**config.mk**
```make
export PLATFORM = sky130hd
export DESIGN_NAME = instr_fetch_unit_flat
export DESIGN_NICKNAME = d
export VERILOG_FILES = /design/src/rtl/cpu16_pkg.sv /design/src/rtl/instr_fetch_unit_if.sv /design/src/rtl/fetch_pc_adder.sv /design/src/rtl/instr_fetch_unit.sv /design/src/flat_wrapper.sv
export SDC_FILE = /design/constraint.sdc
export NUM_CORES = 1
export LEC_CHECK = 0
export CELL_PAD_IN_SITES_DETAIL_PLACEMENT = 1
export CELL_PAD_IN_SITES_GLOBAL_PLACEMENT = 1
export CORE_UTILIZATION = 30
export CTS_BUF_LIST = sky130_fd_sc_hd__clkbuf_2 sky130_fd_sc_hd__clkbuf_4 sky130_fd_sc_hd__clkbuf_8
export CTS_CLUSTER_DIAMETER = 40
export DETAILED_ROUTE_END_ITERATION = 7
export HOLD_SLACK_MARGIN = 0.1
export PLACE_DENSITY = 0.73
export SYNTH_ARGS = -nofsm -noshare
export SYNTH_HDL_FRONTEND = slang
export SYNTH_SLANG_ARGS = --single-unit
export TNS_END_PERCENT = 5
```
**constraint.sdc**
```tcl
create_clock -name clk -period 5.21 [get_ports clk]
set_clock_uncertainty 0.15 [all_clocks]
set_input_delay 1.042 -clock clk [delete_from_list [all_inputs] [get_ports clk]]
set_output_delay 1.042 -clock clk [all_outputs]
set_load 0.01 [all_outputs]
```
**src/rtl/cpu16_pkg.sv**
```systemverilog
// Shared CPU16 definitions: instruction field layout, the opcodes the fetch
// front end cares about, and the fetch FSM state encoding.
package cpu16_pkg;

  localparam int INSTR_W    = 32;
  localparam int OPCODE_MSB = 31;
  localparam int OPCODE_LSB = 26;
  localparam int OPCODE_W   = OPCODE_MSB - OPCODE_LSB + 1;
  localparam int IMM_W      = 16;

  localparam logic [OPCODE_W-1:0] OP_HALT = 6'b111111;
  localparam logic [OPCODE_W-1:0] OP_BEQ  = 6'b110000;

  typedef enum logic [1:0] {
    FETCH = 2'd0,
    EXEC  = 2'd1,
    HALT  = 2'd2
  } fetch_state_e;

endpackage

```
**src/rtl/instr_fetch_unit_if.sv**
```systemverilog
// Instruction-memory request/acknowledge bus between the fetch unit (master)
// and instruction memory (slave).
interface instr_fetch_unit_if
  import cpu16_pkg::*;
#(
  parameter int PC_W = 32
) ();

  logic               imem_req;
  logic [PC_W-1:0]    imem_addr;
  logic               imem_ack;
  logic [INSTR_W-1:0] imem_rdata;

  modport master (
    output imem_req,
    output imem_addr,
    input  imem_ack,
    input  imem_rdata
  );

  modport slave (
    input  imem_req,
    input  imem_addr,
    output imem_ack,
    output imem_rdata
  );

endinterface

```
**src/rtl/fetch_pc_adder.sv**
```systemverilog
// Next-PC computation: sequential pc+4, or pc+4 plus the sign-extended word
// offset from IR[15:0] when a branch is taken. Wraps modulo 2^PC_W.
module fetch_pc_adder
  import cpu16_pkg::*;
#(
  parameter int PC_W = 32
) (
  input  logic [PC_W-1:0]  pc,
  input  logic [IMM_W-1:0] imm,
  input  logic             pc_src,
  output logic [PC_W-1:0]  next_pc
);

  logic signed [IMM_W-1:0] imm_s;
  logic signed [PC_W-1:0]  imm_ext;
  logic signed [PC_W-1:0]  br_off;
  logic        [PC_W-1:0]  seq_pc;

  // Sign-extend the immediate, scale to a byte offset and select the target
  always_comb begin
    imm_s   = imm;
    imm_ext = PC_W'(imm_s);
    br_off  = imm_ext <<< 2;
    seq_pc  = pc + PC_W'(4);
    next_pc = pc_src ? (seq_pc + $unsigned(br_off)) : seq_pc;
  end

endmodule

```
**src/rtl/instr_fetch_unit.sv**
```systemverilog
// CPU16 instruction fetch unit: owns the PC, fetches over the imem req/ack
// bus, holds the instruction register and reacts to the control unit's
// PCWre/PCSrc. Optional macro FETCH_PERF_CNT_EN adds saturating executed-
// instruction and taken-branch counters.
module instr_fetch_unit
  import cpu16_pkg::*;
#(
  parameter int              PC_W     = 32,
  parameter logic [PC_W-1:0] RESET_PC = '0
) (
  input  logic                 clk,
  input  logic                 rst_n,
  instr_fetch_unit_if.master   imem,
  output logic [INSTR_W-1:0]   instr,
  output logic [OPCODE_W-1:0]  opcode,
  output logic                 instr_valid,
  output logic [PC_W-1:0]      pc,
  input  logic                 pc_wre,
  input  logic                 pc_src,
  output logic                 halted
`ifdef FETCH_PERF_CNT_EN
  ,
  output logic [31:0]          instr_cnt,
  output logic [31:0]          br_taken_cnt
`endif
);

  fetch_state_e    state;
  fetch_state_e    state_nxt;
  logic            run;
  logic            fetch_hit;
  logic            exec_adv;
  logic [PC_W-1:0] next_pc;

  fetch_pc_adder #(
    .PC_W (PC_W)
  ) u_pc_adder (
    .pc      (pc),
    .imm     (instr[IMM_W-1:0]),
    .pc_src  (pc_src),
    .next_pc (next_pc)
  );

  // The request only goes out once the first edge after reset release has
  // armed the unit, so an async reset drops imem_req immediately.
  assign imem.imem_req  = run && (state == FETCH);
  assign imem.imem_addr = pc;
  assign fetch_hit      = imem.imem_req && imem.imem_ack;
  assign exec_adv       = (state == EXEC) && pc_wre;
  assign instr_valid    = (state == EXEC);
  assign halted         = (state == HALT);
  assign opcode         = instr[OPCODE_MSB:OPCODE_LSB];

  // Arm flag: low throughout reset, high from the first edge after release
  always_ff @(posedge clk or negedge rst_n) begin
    if (!rst_n) run <= 1'b0;
    else        run <= 1'b1;
  end

  // FSM state register
  always_ff @(posedge clk or negedge rst_n) begin
    if (!rst_n) state <= FETCH;
    else        state <= state_nxt;
  end

  // Next state: HALT wins over a taken branch, and HALT is absorbing
  always_comb begin
    state_nxt = state;
    unique case (state)
      FETCH:   if (fetch_hit) state_nxt = EXEC;
      EXEC:    state_nxt = pc_wre ? FETCH : HALT;
      HALT:    state_nxt = HALT;
      default: state_nxt = FETCH;
    endcase
  end

  // PC register: advances only on a non-halting EXEC cycle
  always_ff @(posedge clk or negedge rst_n) begin
    if (!rst_n)        pc <= RESET_PC;
    else if (exec_adv) pc <= next_pc;
  end

  // Instruction register: captures only an ack that answers a live request
  always_ff @(posedge clk or negedge rst_n) begin
    if (!rst_n)         instr <= '0;
    else if (fetch_hit) instr <= imem.imem_rdata;
  end

`ifdef FETCH_PERF_CNT_EN
  function automatic logic [31:0] sat_inc(input logic [31:0] v);
    return (v == 32'hFFFF_FFFF) ? v : (v + 32'd1);
  endfunction

  // Performance counters: executed instructions and taken branches, saturating
  always_ff @(posedge clk or negedge rst_n) begin
    if (!rst_n) begin
      instr_cnt    <= '0;
      br_taken_cnt <= '0;
    end else begin
      if (state == EXEC)         instr_cnt    <= sat_inc(instr_cnt);
      if (exec_adv && pc_src)    br_taken_cnt <= sat_inc(br_taken_cnt);
    end
  end
`endif

endmodule
```
**src/flat_wrapper.sv**
```systemverilog
// flat-port wrapper written by rule: the top's interface ports become plain ports
module instr_fetch_unit_flat import cpu16_pkg::*;
#(
  parameter int              PC_W     = 32,
  parameter logic [PC_W-1:0] RESET_PC = '0
)
  (clk, rst_n, instr, opcode, instr_valid, pc, pc_wre, pc_src, halted, imem_imem_req, imem_imem_addr, imem_imem_ack, imem_imem_rdata);
  instr_fetch_unit_if #(.PC_W(PC_W)) imem_i ();
  input  logic clk;
  input  logic rst_n;
  output logic [INSTR_W-1:0] instr;
  output logic [OPCODE_W-1:0] opcode;
  output logic instr_valid;
  output logic [PC_W-1:0] pc;
  input  logic pc_wre;
  input  logic pc_src;
  output logic halted;
  output wire logic [$bits(imem_i.imem_req)-1:0] imem_imem_req;
  output wire logic [$bits(imem_i.imem_addr)-1:0] imem_imem_addr;
  input wire logic [$bits(imem_i.imem_ack)-1:0] imem_imem_ack;
  input wire logic [$bits(imem_i.imem_rdata)-1:0] imem_imem_rdata;
  assign imem_imem_req = imem_i.imem_req;
  assign imem_imem_addr = imem_i.imem_addr;
  assign imem_i.imem_ack = imem_imem_ack;
  assign imem_i.imem_rdata = imem_imem_rdata;
  instr_fetch_unit #(.PC_W(PC_W), .RESET_PC(RESET_PC)) u_core (.clk(clk), .rst_n(rst_n), .imem(imem_i), .instr(instr), .opcode(opcode), .instr_valid(instr_valid), .pc(pc), .pc_wre(pc_wre), .pc_src(pc_src), .halted(halted));
endmodule
```
==> results.ini <==
[synthesis]
synthTopCellsByCount=dfrtp_1, a21oi_1, nand2_1
synth.distinct_cells=64
yosysMostFrequentCell=dfrtp_1
synthFlopType=dfrtp_1
synth_area_per_cell_um2=8.55
synth_edf_count=0
synth_area_leader_cell=dfrtp_1
syn_inst=639
synthArstFlopShare=1.00
syn_area_um2=5460
synth_area_leaders=dfrtp_1, ha_1, mux2_2
synth_top_area_frac=0.298
yosysSeqAreaShare=0.298
synth_warnings=0
ys_ff_latch=65

[detailed_routing]
drcViolationCount=0
dr.pass1.iters=4
via_per_inst=5.47
wirelength_um=18300
wl_per_cell_um=19.0
drtIter0Drc=297
vias=5263
ant_nets=0

[global_routing]
grt_pass1_wl_um=29200
antenna_found_initial=0
track_usage=0.202
globalRoute.totalOverflow=0
grt_max_degree=38
first_global_vias=5628

[floorplan]
start_util=0.312
die_x_um=137
die_area_um2=18800
rows=48
ios=142
coreArea_um2=17500
die_y_um=137

[setup_path]
critical_path.top_delay_family=simple AND/OR/NAND/NOR gates
crit_slowest_cell=dfrtp_1
r2r-end=u_core.imem.imem_addr[30]$_DFFE_PN0P_
startpoint_type=register
cp_cell_sequence=nand3_1 -> nor2_1 -> nand2_1 -> nor3_1 -> nand2_1 -> xnor2_1 -> ha_1 -> a21o_1 -> a21o_1 -> a2111oi_0 -> o41ai_1 -> or3_1 -> o21ai_1 -> mux2i_1 -> nor3_1
critPathKind=reg -> reg
worstPathMaxFanout=9
critPathArrivalTime_ps=4480
worst_r2r_startpoint=u_core.imem.imem_addr[4]$_DFFE_PN0P_
crit_path_end_kind=register
r2r_slack_ps=820
crit_buf_inv=0
rr_worst_depth=15
cp_slowest_stage_delay_ps=530
worst_ep_required_time_ps=5300

[power_and_ir_drop]
p_leak_nw=2.83
p_total_mw=5.30
pwr-share-clk=0.097
p_per_area_nw_per_um2=757
swShare=0.477
combPwrFrac=0.694
p_sw_mw=2.53
pwr-share-seq=0.209
ir_drop_uv=301
p_int_mw=2.78

[hold_path]
min_from=u_core.instr[22]$_DFFE_PN0P_
min_to=u_core.instr[22]$_DFFE_PN0P_
hold_path.class=reg -> reg
min_path_cells=1

[cts]
numCtsBuffers=9
root_buffer=clkbuf_8
clock_latency_ps=360
ctsHoldBuffers=0
clock_path_buffers=2
cts_resized=0
numClockSinks=65
cts_setup_buffers=0
h-tree-depth=3
cts.clk_slew.worst_paths_ps=80
cts_tree=yes

[layout]
n_antenna_cell=0
fillers=2085
final_nets=808
areaGrowthSynthToFinish_pct=28.3
drive_above_1_share=0.0867

[timing]
worst_slew_pin_slew_ps=731
timing.slew.headroom=0.513
rsz0062_at_grt=false
tns_ps=0
fin_crit_sh=0.842
drv_slew=0
finalSetupViolations=0
fmax_mhz=228
finalHoldViolCount=0
period_needed_ps=4390

[run]
cap_violations=0

[status]
run_status=finished clean

[placement]
gp_congestion=0.877
hpwlAfterDp_um=14000
io_buffers=137

power by group through the flow:
stage	registers [mW]	clock network [mW]	logic (mW)
finish	1.11	0.515	3.68
global placement	1.10	0	3.54
floorplan	1.13	0	2.35
detailed placement	1.12	0	3.64
CTS	1.11	0.532	3.68
global route	1.16	0.549	3.99
sequential cells by signal, indices dropped and copies added, names as in the netlist:
name                   flops
u_core.imem.imem_addr     30
u_core.run                 1
u_core.instr              32
u_core.state               2
layer usage:
layer | part of all wire | track usage
met2 | 0.48 | 0.349
met3 | 0.057 | 0.0385
met4 | 0.018 | 0.0586
met1 | 0.44 | 0.255
met5 | 0 | 0
cell type report:
class | instances | area (um^2) | share of cell area
multi-input cells | 500 | 3400 | 0.485
clock inverters | 6 | 90.1 | 0.0129
flip-flops and latches | 65 | 1630 | 0.232
inverters | 12 | 45.0 | 0.00643
repair buffers | 145 | 1430 | 0.203
clock buffers | 10 | 138 | 0.0196
well taps | 225 | 282 | 0.0402
worst register-to-register path, cell delays in order, from the launching register on:
cell	delay [ps]
dfrtp_1	530
nand3_1	250
nor2_1	320
nand2_1	180
nor3_1	350
nand2_1	150
xnor2_1	240
ha_1	300
a21o_1	170
a21o_1	190
a2111oi_0	450
o41ai_1	170
or3_1	380
o21ai_1	160
mux2i_1	210
nor3_1	70
logic make-up after synthesis:
logic type	synth area share
AND/OR/NAND/NOR	0.189
AO/OA/AOI/OAI	0.197
other	0.00137
adder cells (fa/ha/maj)	0.0884
XOR/XNOR	0.0705
multiplexers	0.0738
flip-flops	0.298
buffers and inverters	0.0813
worst max-delay path by stage:
| stage | start | to | slack, ps | cells past startpoint |
|---|---|---|---|---|
| 3_3_place_gp | u_core.imem.imem_addr[12]$_DFFE_PN0P_ | u_core.imem.imem_addr[30]$_DFFE_PN0P_ | 1060 | 13 |
| 3_5_place_dp | u_core.imem.imem_addr[2]$_DFFE_PN0P_ | u_core.imem.imem_addr[30]$_DFFE_PN0P_ | 940 | 15 |
| 6_report | u_core.imem.imem_addr[4]$_DFFE_PN0P_ | u_core.imem.imem_addr[30]$_DFFE_PN0P_ | 820 | 15 |
| 2_1_floorplan | u_core.imem.imem_addr[5]$_DFFE_PN0P_ | u_core.imem.imem_addr[30]$_DFFE_PN0P_ | 1430 | 16 |
| 4_1_cts | u_core.imem.imem_addr[2]$_DFFE_PN0P_ | u_core.imem.imem_addr[30]$_DFFE_PN0P_ | 870 | 15 |
| 5_1_grt | u_core.imem.imem_addr[12]$_DFFE_PN0P_ | u_core.imem.imem_addr[31]$_DFFE_PN0P_ | 490 | 13 |
placed cells by master, fill, tap and decap left out, drive strengths merged, types with 17 or more instances in the layout:
| cell | synthesis | layout |
|---|---|---|
| clkdlybuf4s50 | 0 | 136 |
| dfrtp | 65 | 65 |
| nand2 | 53 | 53 |
| a21oi | 53 | 53 |
| nor2 | 47 | 47 |
| o21ai | 45 | 45 |
| ha | 37 | 37 |
| mux2 | 34 | 34 |
| xnor2 | 27 | 27 |
| nand3 | 26 | 26 |
| nor3 | 21 | 21 |
| xor2 | 17 | 17 |
per-stage QoR:
step | utilization | hold slack, ps | setup WS, ps | std cells | instance area [um^2]
after floorplan | - | 401 | 1430 | 642 | 5470
after global placement | 0.387 | 340 | 1060 | 947 | 6780
after detailed placement | 0.387 | 349 | 937 | 947 | 6780
after CTS | 0.400 | 370 | 866 | 963 | 7010
after global routing | 0.400 | 388 | 491 | 963 | 7010
final | 0.400 | 364 | 824 | 963 | 7010
No activity file was read; power rests on OpenSTA's default activity.
